--- config.mk ---
export PLATFORM = sky130hd
export DESIGN_NAME = mem_wb_reg
export DESIGN_NICKNAME = d
export VERILOG_FILES = /design/src/rtl/pipe_pkg.sv /design/src/rtl/wb_fwd_unit.sv /design/src/rtl/mem_wb_reg.sv
export SDC_FILE = /design/constraint.sdc
export NUM_CORES = 1
export LEC_CHECK = 0
export BUFFER_PORTS_ARGS = -buffer_cell sky130_fd_sc_hd__buf_4
export CAP_MARGIN = 20
export CORE_AREA = 2 2 111 113
export CTS_BUF_LIST = sky130_fd_sc_hd__clkbuf_4 sky130_fd_sc_hd__clkbuf_8
export CTS_CLUSTER_SIZE = 14
export DETAILED_ROUTE_END_ITERATION = 8
export DIE_AREA = 0 0 113 115
export PLACE_DENSITY = 0.82
export SKIP_CTS_REPAIR_TIMING = 1
export SYNTH_ARGS = -nofsm -noshare
export SYNTH_HDL_FRONTEND = slang
export SYNTH_SLANG_ARGS = --single-unit
--- constraint.sdc ---
create_clock -name clk -period 7.3 [get_ports clk]
set_input_delay 1.825 -clock clk [delete_from_list [all_inputs] [get_ports clk]]
set_output_delay 1.825 -clock clk [all_outputs]
set_load 0.01 [all_outputs]
--- src/rtl/pipe_pkg.sv ---
// Shared pipeline types for the 5-stage MIPS core: register/word widths and
// the write-back payload carried by the EX/MEM and MEM/WB registers.
package pipe_pkg;

  localparam int REG_W = 5;
  localparam int XLEN  = 32;

  // Write-back payload as it travels from MEM into WB.
  typedef struct packed {
    logic [XLEN-1:0]  regfile_din;
    logic [REG_W-1:0] wreg;
    logic             regwrite;
    logic [XLEN-1:0]  nextpc;
    logic             int_pc_choose;
    logic [XLEN-1:0]  pc_plus_4;
  } wb_payload_t;

  // A bubble keeps the old payload bits but can never write the register file.
  function automatic wb_payload_t make_bubble(input wb_payload_t p);
    wb_payload_t b;
    b          = p;
    b.regwrite = 1'b0;
    return b;
  endfunction

endpackage

--- src/rtl/wb_fwd_unit.sv ---
// Effective write enable and source-operand compare for one forwarding
// source. $0 is hard-wired to zero, so it never writes and never forwards.
module wb_fwd_unit
  import pipe_pkg::*;
(
  input  logic             valid,
  input  logic             regwrite,
  input  logic [REG_W-1:0] wreg,
  input  logic [REG_W-1:0] ex_rs,
  input  logic [REG_W-1:0] ex_rt,
  output logic             we,
  output logic             rs_hit,
  output logic             rt_hit
);

  // Qualify the write and compare against both EX source registers.
  always_comb begin
    we     = valid & regwrite & (wreg != '0);
    rs_hit = we & (wreg == ex_rs);
    rt_hit = we & (wreg == ex_rt);
  end

endmodule

--- src/rtl/mem_wb_reg.sv ---
// MEM/WB pipeline register with stall/flush, WB-to-EX forward compare,
// retired-instruction counter and sticky halt flag.
module mem_wb_reg
  import pipe_pkg::*;
#(
  parameter int CNT_W = 32
) (
  input  logic             clk,
  input  logic             rst,
  input  logic             stall,
  input  logic             flush,
  input  logic             in_valid,
  input  logic [XLEN-1:0]  in_regfile_din,
  input  logic [REG_W-1:0] in_wreg,
  input  logic             in_regwrite,
  input  logic [XLEN-1:0]  in_nextpc,
  input  logic             in_int_pc_choose,
  input  logic [XLEN-1:0]  in_pc_plus_4,
  input  logic             in_halt,
  input  logic [REG_W-1:0] ex_rs,
  input  logic [REG_W-1:0] ex_rt,
  output logic             wb_valid,
  output logic [XLEN-1:0]  wb_regfile_din,
  output logic [REG_W-1:0] wb_wreg,
  output logic             wb_we,
  output logic [XLEN-1:0]  wb_nextpc,
  output logic [XLEN-1:0]  wb_pc_plus_4,
  output logic             wb_int_pc_choose,
  output logic             fwd_rs_hit,
  output logic             fwd_rt_hit,
  output logic [XLEN-1:0]  fwd_data,
  output logic [CNT_W-1:0] retired_cnt,
  output logic             halted
);

  wb_payload_t      payload_p0;
  wb_payload_t      payload_p1;
  logic             vld_p1;
  logic [CNT_W-1:0] retired_cnt_p1;
  logic             halted_p1;

  always_comb begin
    payload_p0.regfile_din   = in_regfile_din;
    payload_p0.wreg          = in_wreg;
    payload_p0.regwrite      = in_regwrite;
    payload_p0.nextpc        = in_nextpc;
    payload_p0.int_pc_choose = in_int_pc_choose;
    payload_p0.pc_plus_4     = in_pc_plus_4;
  end

  // MEM -> WB boundary: rst > halted > flush > stall > load.
  always_ff @(posedge clk) begin
    if (rst) begin
      payload_p1     <= '0;
      vld_p1         <= 1'b0;
      retired_cnt_p1 <= '0;
      halted_p1      <= 1'b0;
    end else if (halted_p1) begin
      payload_p1     <= payload_p1;
    end else if (flush) begin
      payload_p1     <= make_bubble(payload_p1);
      vld_p1         <= 1'b0;
    end else if (!stall) begin
      payload_p1     <= payload_p0;
      vld_p1         <= in_valid;
      if (in_valid) begin
        retired_cnt_p1 <= retired_cnt_p1 + CNT_W'(1);
        if (in_halt) begin
          halted_p1 <= 1'b1;
        end
      end
    end
  end

  wb_fwd_unit u_fwd (
    .valid    (vld_p1),
    .regwrite (payload_p1.regwrite),
    .wreg     (payload_p1.wreg),
    .ex_rs    (ex_rs),
    .ex_rt    (ex_rt),
    .we       (wb_we),
    .rs_hit   (fwd_rs_hit),
    .rt_hit   (fwd_rt_hit)
  );

  // Registered state straight out to the WB stage.
  always_comb begin
    wb_valid         = vld_p1;
    wb_regfile_din   = payload_p1.regfile_din;
    wb_wreg          = payload_p1.wreg;
    wb_nextpc        = payload_p1.nextpc;
    wb_pc_plus_4     = payload_p1.pc_plus_4;
    wb_int_pc_choose = payload_p1.int_pc_choose;
    fwd_data         = payload_p1.regfile_din;
    retired_cnt      = retired_cnt_p1;
    halted           = halted_p1;
  end

endmodule

==> results.yml, run 1 <==
clocking:
  clock_latency_ps: 450
  cts_buffers: 17
  cts_root_buf: "clkbuf_8"
  clock-sinks: 137
  clockBufferDepth: 2
  cts_tree: "yes"
  cts.clk_slew.worst_paths_ps: 70
  htreeDepth: 4
place:
  place_inst: 1046
  portBuffers: 289
  place_hpwl_um: 11400
  gp_congestion: 0.842
timing:
  fin_crit_sh_pct: 62.4
  relSlewSlack_pct: 40.4
  finClkSkew_ps: 5.49
  min_period_ps: 4560
  fin_tns_setup_ps: 0
  setup_viol: 0
  rsz0062_at_grt: "no"
  slew_viol_final: 0
  fmax_mhz: 220
  worst_slew_pin_slew_ps: 891
  hold_violations: 0
power:
  internal_power_mw: 1.27
  power.density_nw_per_um2: 210
  switching_share_pct: 23.8
  p_leak_nw: 3.43
  p_switching_mw: 0.395
  max-vdd-ir-drop_uv: 134
  seqPwrFrac_pct: 47.9
  p_comb_share_pct: 12.2
  p_clk_share_pct: 40.0
synthesis:
  ys_types: 31
  synth_seq_cells: 137
  synth.yosys.seq_area_share_pct: 50.3
  synth_area_per_cell_um2: 7.98
  yosysWarnings: 0
  synth_fp_nets: 803
  syn-cell-area_um2: 5450
  syn-instance-count: 683
drt:
  drt.antenna.violating_nets: 0
  drt_first_pass_iters: 7
  wl_per_cell_um: 15.0
  remaining_drc_errors: 16
  vias_per_cell: 5.10
  drtIter0Drc: 411
  vias: 5506
  wl_um: 16200
critical_path:
  start_kind: "input port"
  cp-end-kind: "output port"
  cp_data_arrival_time_ps: 2730
  r2r-start: "halted"
  critPathMaxFanout: 1
  startpoint: "ex_rs[0]"
  path_class: "in -> out"
  cp.required_ps: 5480
floorplan:
  io_pins: 290
  die_h_um: 115
  die_area_um2: 13000
  start_util_pct: 46.1
  coreArea_um2: 11800
  chipWidth_um: 113
  rows: 40
flow_run:
  cap_violations: 0
layout:
  instances_no_fill: 1080
  fin_nets: 1040
  insertedDiodeCount: 0
  syn2layout_area_growth_pct: 45.3
  drive_above_1_share_pct: 35.6
outcome:
  failed_checks: "design-rule violations"
  outcome: "complete, but fails checks"
grt:
  grt_pass1_vias: 4934
  grt_usage_pct: 24.1
  antenna_found_initial: 0
  grt_max_degree: 111
  grt_pass1_wl_um: 24500
  overflow: 0
min_path:
  hp-start: "wb_pc_plus_4[31]"
  hold_path_class: "reg -> reg"
power by group through the flow:
stage / registers (mW) / logic, mW / clock network [mW]
2_1_floorplan: 0.820 / 0.0781 / 0
3_3_place_gp: 0.810 / 0.197 / 0
3_5_place_dp: 0.812 / 0.199 / 0
4_1_cts: 0.795 / 0.200 / 0.679
5_1_grt: 0.798 / 0.219 / 0.711
6_report: 0.795 / 0.202 / 0.664
placed cells by master (no fill, tap or decap), drive strengths merged:
cell / count
a21o: 1
and4: 1
nand3: 12
inv: 8
clkbuf: 27
nor4: 2
clkinvlp: 2
or2: 1
ha: 1
nor2: 12
bufinv: 2
o21ai: 7
or4b: 1
a22oi: 1
o211ai: 1
xnor2: 10
o31ai: 15
nor3: 3
clkinv: 1
or3: 8
or4: 22
buf: 294
nand2: 216
dfxtp: 137
a21oi: 126
and3: 3
nor4b: 1
xor2: 9
a41oi: 1
nand4: 7
and2: 1
logic make-up (layout without fill, tap and decap cells):
family / after synthesis / after routing / synth area share [%]
adders and majority gates: 1 / 1 / 0.230
AOI/OAI and AO/OA: 152 / 152 / 14.9
DFF: 137 / 137 / 50.3
and+or+nand+nor: 290 / 290 / 23.4
buffers and inverters: 84 / 334 / 8.13
xor gates and xnor gates: 19 / 19 / 3.05
state kept, by name, summed over array words and instances (netlist names):
register	flops
wb_wreg	5
wb_pc_plus_4	32
fwd_data	32
payload_p1	1
wb_nextpc	32
wb_int_pc_choose	1
retired_cnt	32
wb_valid	1
halted	1
cell usage after synthesis:
cell,number,area share [%]
and2_1,1,0.11
or2_2,1,0.11
or4b_4,1,0.25
a21oi_1,126,12
a22oi_1,1,0.14
a21o_1,1,0.14
dfxtp_1,137,50
buf_1,1,0.069
ha_1,1,0.23
or4_4,1,0.21
xnor2_1,10,1.6
or3_1,8,0.92
nand4_1,7,0.80
buf_4,32,4.4
o21ai_0,7,0.64
a41oi_1,1,0.16
nor2_1,12,0.83
nor4_1,2,0.23
nor3_1,3,0.28
clkbuf_1,42,2.9
nand2_1,216,15
and3_1,3,0.34
nand3_1,12,1.1
or4_1,21,2.9
inv_1,8,0.55
o211ai_1,1,0.14
and4_1,1,0.16
o31ai_1,15,2.1
xor2_1,9,1.4
buf_6,1,0.21
nor4b_2,1,0.28
final cells by class:
type	instances	area [µm²]
Timing Repair Buffer	294	2250
Fill cell	1002	3890
Multi-Input combinational cell	462	2270
Sequential cell	137	2740
Clock buffer	27	359
Tap cell	147	184
Clock inverter	5	80.1
Inverter	8	30.0
worst max-delay path, stage by stage:
cell     delay [ps]
buf_4           110
xnor2_1         130
nand3_1         150
nor4_1          320
buf_4           180
metal layers:
| metal | vias up | routed length [µm] | global-route usage (%) | share of wire, % |
|---|---|---|---|---|
| li1 | 2740 | - | - | - |
| met4 | 0 | 367 | 10.2 | 2.3 |
| met5 | - | 0 | 0 | 0 |
| met3 | 32 | 1420 | 8.75 | 8.8 |
| met1 | 2514 | 6210 | 27.3 | 38 |
| met2 | 220 | 8220 | 41.4 | 51 |
metrics by stage:
step / worst slack (ps) / utilization (%) / total power [mW] / cell area, µm² / hold slack [ps]
3_5_place_dp: 2740 / 62.8 / 1.01 / 7420 / 447
4_1_cts: 2740 / 66.6 / 1.67 / 7860 / 457
6_report: 2740 / 67.0 / 1.66 / 7920 / 455
2_1_floorplan: 3010 / - / 0.899 / 5450 / 466
3_3_place_gp: 2800 / 62.8 / 1.01 / 7420 / 442
5_1_grt: 2700 / 67.0 / 1.73 / 7920 / 469
worst paths after layout:
path | slack (ps) | endpoint | depth (start not counted)
hold reg to reg | 450 | wb_pc_plus_4[31] | 2
setup / recovery | 2740 | fwd_rs_hit | 5
hold / removal | 450 | wb_pc_plus_4[31] | 2
setup reg to reg | 4770 | retired_cnt[31] | 4
No activity file was read; power rests on OpenSTA's default activity.
==> run 2: changes to the inputs <==
--- a/config.mk
+++ b/config.mk
@@ -7,12 +7,12 @@
 export LEC_CHECK = 0
 export BUFFER_PORTS_ARGS = -buffer_cell sky130_fd_sc_hd__buf_4
 export CAP_MARGIN = 20
-export CORE_AREA = 2 2 111 113
+export CORE_AREA = 2 2 112 114
 export CTS_BUF_LIST = sky130_fd_sc_hd__clkbuf_4 sky130_fd_sc_hd__clkbuf_8
 export CTS_CLUSTER_SIZE = 14
 export DETAILED_ROUTE_END_ITERATION = 8
-export DIE_AREA = 0 0 113 115
-export PLACE_DENSITY = 0.82
+export DIE_AREA = 0 0 114 116
+export PLACE_DENSITY = 0.81
 export SKIP_CTS_REPAIR_TIMING = 1
 export SYNTH_ARGS = -nofsm -noshare
 export SYNTH_HDL_FRONTEND = slang
==> constraint.sdc (replaced) <==
create_clock -name clk -period 4.65 [get_ports clk]
set_input_delay 1.1625 -clock clk [delete_from_list [all_inputs] [get_ports clk]]
set_output_delay 1.1625 -clock clk [all_outputs]
set_load 0.01 [all_outputs]
==> run 2 against run 1 <==
Against the previous run: the flow now finishes without violations; sequential cell count unchanged; sequential power increased by 57%; register-to-register slack got worse by 2700 ps; clock power increased by 44%; critical path depth unchanged; via count decreased by 1.2%; sequential share of layout area increased by 0.33 points; total power increased by 51%; core utilization decreased by 1.2 points; wire length decreased by 1.3%; cell count decreased by 0.37%; highest routed layer unchanged.
==> results.yml, run 2 (same netlist as run 1, synthesis figures left out) <==
floorplan:
  die_area_um2: 13200
  io_pins: 290
  coreArea_um2: 11900
  start_util_pct: 45.7
  rows: 40
  chipWidth_um: 114
  die_h_um: 116
layout:
  syn2layout_area_growth_pct: 43.9
  seq_area_um2: 2740
  drive_above_1_share_pct: 35.3
  fin_nets: 1040
  insertedDiodeCount: 0
  final_cell_mix: "buf_4, nand2_1, dfxtp_1"
  fillCellCount: 1062
  fin_area_um2: 7840
  final_common_cell: "buf_4"
  multi_input_area_um2: 2270
timing:
  fmax_mhz: 311
  min_period_ps: 3220
  fin_tns_setup_ps: 0
  worst_slew_pin_slew_ps: 845
  fin_crit_sh_pct: 69.2
  rsz0062_at_grt: "no"
  setup_ws_ps: 1430
  relSlewSlack_pct: 43.5
  setup_viol: 0
  hold_violations: 0
  slew_viol_final: 0
  finClkSkew_ps: 7.45
critical_path:
  r2r_cells: 4
  slowest_stage: "nor4_1"
  crit_chain: "buf_4 > xnor2_1 > nand3_1 > nor4_1 > buf_4"
  cp_data_arrival_time_ps: 2060
  cp-end-kind: "output port"
  cp.required_ps: 3490
  path_class: "in -> out"
  start_kind: "input port"
  cp_common_cell: "buf_4"
  critPathMaxFanout: 1
  cpPeakStageDelay_ps: 310
power:
  total_power_mw: 2.52
  power.density_nw_per_um2: 321
  max-vdd-ir-drop_uv: 245
  p_leak_nw: 3.41
drt:
  drtIter0Drc: 293
  drt_first_pass_iters: 4
  vias_per_cell: 5.05
  wl_per_cell_um: 14.9
  wl_um: 16000
  vias: 5438
  remaining_drc_errors: 0
  drt.antenna.violating_nets: 0
place:
  place_hpwl_um: 11500
  placement.cell_area_um2: 7430
  gp_congestion: 0.791
  dp_worst_setup_slack_ps: 1230
  portBuffers: 289
clocking:
  cts.clk_slew.worst_paths_ps: 70
  htreeDepth: 4
  clock_latency_ps: 430
  clockBufferDepth: 2
  cts_root_buf: "clkbuf_8"
  cts_buffers: 17
  clock-sinks: 137
  cts_tree: "yes"
outcome:
  outcome: "completed"
grt:
  antenna_found_initial: 0
  grt_pass1_vias: 4823
  grt.met3_usage_pct: 8.94
  grt_usage_pct: 23.2
  grt_util_met1_pct: 26.8
  overflow: 0
  grt_pass1_wl_um: 24000
  grt_max_degree: 103
  met2_usage_pct: 39.5
  busiest_layer: "met2"
flow_run:
  cap_violations: 0
min_path:
  hold_path_class: "reg -> reg"
  hold_depth: 2
## run 2: changes by cell type in the layout (fill, tap and decap cells not counted), sizes merged
cell and delta:
clkbuf -2, clkinvlp -2
## run 2: path summary, 6_finish.rpt
check               startpoint         endpoint  slack, ps
setup / recovery      ex_rt[0]       fwd_rt_hit       1430
setup reg to reg        halted  retired_cnt[31]       2100
hold / removal    wb_nextpc[7]     wb_nextpc[7]        460
hold reg to reg   wb_nextpc[7]     wb_nextpc[7]        460
## run 2: critical path, delay by kind of cell
family | cells | cell delay (ps)
AND/OR/NAND/NOR | 2 | 480
buffers and inverters | 2 | 280
XOR/XNOR | 1 | 130
## run 2: per-layer routing
metal	part of all wire [%]	routed length, µm	up-vias
li1	-	-	2730
met1	39	6310	2481
met2	51	8160	210
met3	8.2	1320	17
met4	1.4	228	0
met5	0	0	-
## run 2: report_power, final
group | leakage (nW) | total (mW) | switching (mW) | internal (mW)
Combinational | 2.09 | 0.314 | 0.149 | 0.165
Sequential | 1.12 | 1.25 | 0.0297 | 1.22
Clock | 0.202 | 0.955 | 0.409 | 0.546
## run 2: final cells by class
| cell class | count | share of cell area (%) |
|---|---|---|
| timing repair buffer | 294 | 28.4 |
| multi-input combinational | 462 | 29.0 |
| tap | 147 | 2.35 |
| sequential | 137 | 35.0 |
| inverter | 8 | 0.383 |
| clock buffer | 25 | 4.07 |
| clock inverter | 3 | 0.830 |
## run 2: per-stage QoR
| stage | hold slack, ps | utilization, % | instances |
|---|---|---|---|
| after CTS | 456 | 65.6 | 1075 |
| after global placement | 442 | 62.4 | 1047 |
| after detailed placement | 447 | 62.4 | 1047 |
| after global routing | 471 | 65.8 | 1076 |
| after floorplan | 466 | - | 683 |
| final | 455 | 65.8 | 1076 |
==> run 3: changes to the inputs <==
--- a/config.mk
+++ b/config.mk
@@ -7,12 +7,11 @@
 export LEC_CHECK = 0
 export BUFFER_PORTS_ARGS = -buffer_cell sky130_fd_sc_hd__buf_4
 export CAP_MARGIN = 20
-export CORE_AREA = 2 2 112 114
+export CORE_UTILIZATION = 42
 export CTS_BUF_LIST = sky130_fd_sc_hd__clkbuf_4 sky130_fd_sc_hd__clkbuf_8
 export CTS_CLUSTER_SIZE = 14
 export DETAILED_ROUTE_END_ITERATION = 8
-export DIE_AREA = 0 0 114 116
-export PLACE_DENSITY = 0.81
+export PLACE_DENSITY = 0.79
 export SKIP_CTS_REPAIR_TIMING = 1
 export SYNTH_ARGS = -nofsm -noshare
 export SYNTH_HDL_FRONTEND = slang
==> constraint.sdc (replaced) <==
create_clock -name clk -period 2.7 [get_ports clk]
set_input_delay 0.675 -clock clk [delete_from_list [all_inputs] [get_ports clk]]
set_output_delay 0.675 -clock clk [all_outputs]
set_load 0.01 [all_outputs]
==> run 3 against run 2 <==
Against the previous run: clock skew decreased by 1.5 ps; hold slack about the same; via count rose by 1.5%; die area is 1.6% higher; critical path depth decreased by 1; cell count increased by 3.6%; wire length down 0.41%; critical path type is now reg -> out; largest cell class unchanged; highest routed layer unchanged.
==> results.yml, run 3 (same netlist as run 1, synthesis figures left out) <==
outcome:
  outcome: "completed"
power:
  p_clk_share_pct: 37.0
  switching_share_pct: 24.8
  p_comb_share_pct: 12.9
  p_switching_mw: 1.06
  seqPwrFrac_pct: 50.0
  max-vdd-ir-drop_uv: 346
  internal_power_mw: 3.22
  p_leak_nw: 3.45
  power.density_nw_per_um2: 538
layout:
  fillCellCount: 1172
  fin_nets: 1051
  syn2layout_area_growth_pct: 46.1
  final_common_cell: "buf_4"
  insertedDiodeCount: 0
  drive_above_1_share_pct: 36.3
  final_cell_mix: "buf_4, nand2_1, dfxtp_1"
drt:
  wl_per_cell_um: 14.3
  vias: 5519
  drt_first_pass_iters: 4
  wl_um: 15900
  vias_per_cell: 4.95
  drtIter0Drc: 373
  drt.antenna.violating_nets: 0
  remaining_drc_errors: 0
clocking:
  clockBufferDepth: 2
  clock_latency_ps: 450
  cts_tree: "yes"
  htreeDepth: 4
  clock-sinks: 137
  cts.clk_slew.worst_paths_ps: 70
  cts_buffers: 17
  cts_root_buf: "clkbuf_8"
grt:
  grt_pass1_vias: 4879
  grt_max_degree: 138
  grt_usage_pct: 22.9
  grt_pass1_wl_um: 23800
  antenna_found_initial: 0
  overflow: 0
critical_path:
  start_kind: "flip-flop"
  crit_chain: "or4_1 > o211ai_1 > nor4_1 > buf_4"
  path_buf_inv: 1
  path_class: "reg -> out"
  r2r_cells: 4
  crit_family: "simple AND/OR/NAND/NOR gates"
  critPathMaxFanout: 5
  cp_data_arrival_time_ps: 1890
  cpPeakStageDelay_ps: 490
  worstSetupPathDepth: 4
  slowest_stage: "or4_1"
  cp-end-kind: "output port"
  cp.required_ps: 2030
timing:
  holdWs_ps: 455
  worst_slew_pin_slew_ps: 703
  fin_tns_setup_ps: 0
  fmax_mhz: 390
  rsz0062_at_grt: "no"
  slew_viol_final: 0
  hold_violations: 0
  finClkSkew_ps: 5.99
  min_period_ps: 2570
  fin_crit_sh_pct: 95.0
  relSlewSlack_pct: 53.2
  setup_viol: 0
floorplan:
  coreArea_um2: 12600
  io_pins: 290
  rows: 41
  start_util_pct: 43.2
  die_h_um: 116
  die_area_um2: 13400
  chipWidth_um: 116
place:
  place_hpwl_um: 11200
  portBuffers: 289
  gp_congestion: 0.795
min_path:
  hold_path_class: "reg -> reg"
  hold_depth: 2
flow_run:
  cap_violations: 0
[run 3: cell type report]
cell class	count	area [µm²]	area share [%]
Clock inverter	8	70.1	0.880
Inverter	8	30.0	0.377
Multi-Input combinational cell	462	2270	28.6
Sequential cell	137	2740	34.4
Clock buffer	23	304	3.82
Timing Repair Buffer	305	2330	29.2
Tap cell	172	215	2.70
[run 3: worst min-delay path, stage by stage (launching register included)]
cell,delay (ps)
dfxtp_1,310
nand2_1,50
a21oi_1,50
[run 3: worst paths after layout]
| kind | start | to | slack [ps] |
|---|---|---|---|
| max | wb_wreg[0] | fwd_rt_hit | 130 |
| max reg2reg | halted | retired_cnt[16] | 380 |
| min reg2reg | wb_nextpc[27] | wb_nextpc[27] | 450 |
| min | wb_nextpc[27] | wb_nextpc[27] | 450 |
[run 3: metrics by stage]
step | utilization, % | total power [mW] | cell area [µm²] | instances | setup WS [ps]
floorplan | - | 2.43 | 5450 | 683 | 179
global placement | 60.1 | 2.74 | 7590 | 1084 | 46.2
detailed placement | 60.1 | 2.75 | 7590 | 1084 | 22.0
CTS | 63.1 | 4.33 | 7960 | 1115 | 76.8
global route | 63.1 | 4.46 | 7960 | 1115 | 40.1
finish | 63.1 | 4.28 | 7960 | 1115 | 135
[run 3: metal layers]
layer | global-route usage, % | wire length [µm]
met2 | 38.3 | 8020
met4 | 10.3 | 289
met3 | 6.85 | 1240
met5 | 0 | 0
met1 | 27.2 | 6400
[run 3: power by group through the flow]
| stage | Clock, mW | Combinational, mW | Sequential [mW] |
|---|---|---|---|
| global placement | 0 | 0.549 | 2.19 |
| floorplan | 0 | 0.211 | 2.22 |
| global route | 1.71 | 0.603 | 2.15 |
| finish | 1.59 | 0.553 | 2.14 |
| detailed placement | 0 | 0.556 | 2.19 |
| CTS | 1.62 | 0.558 | 2.14 |
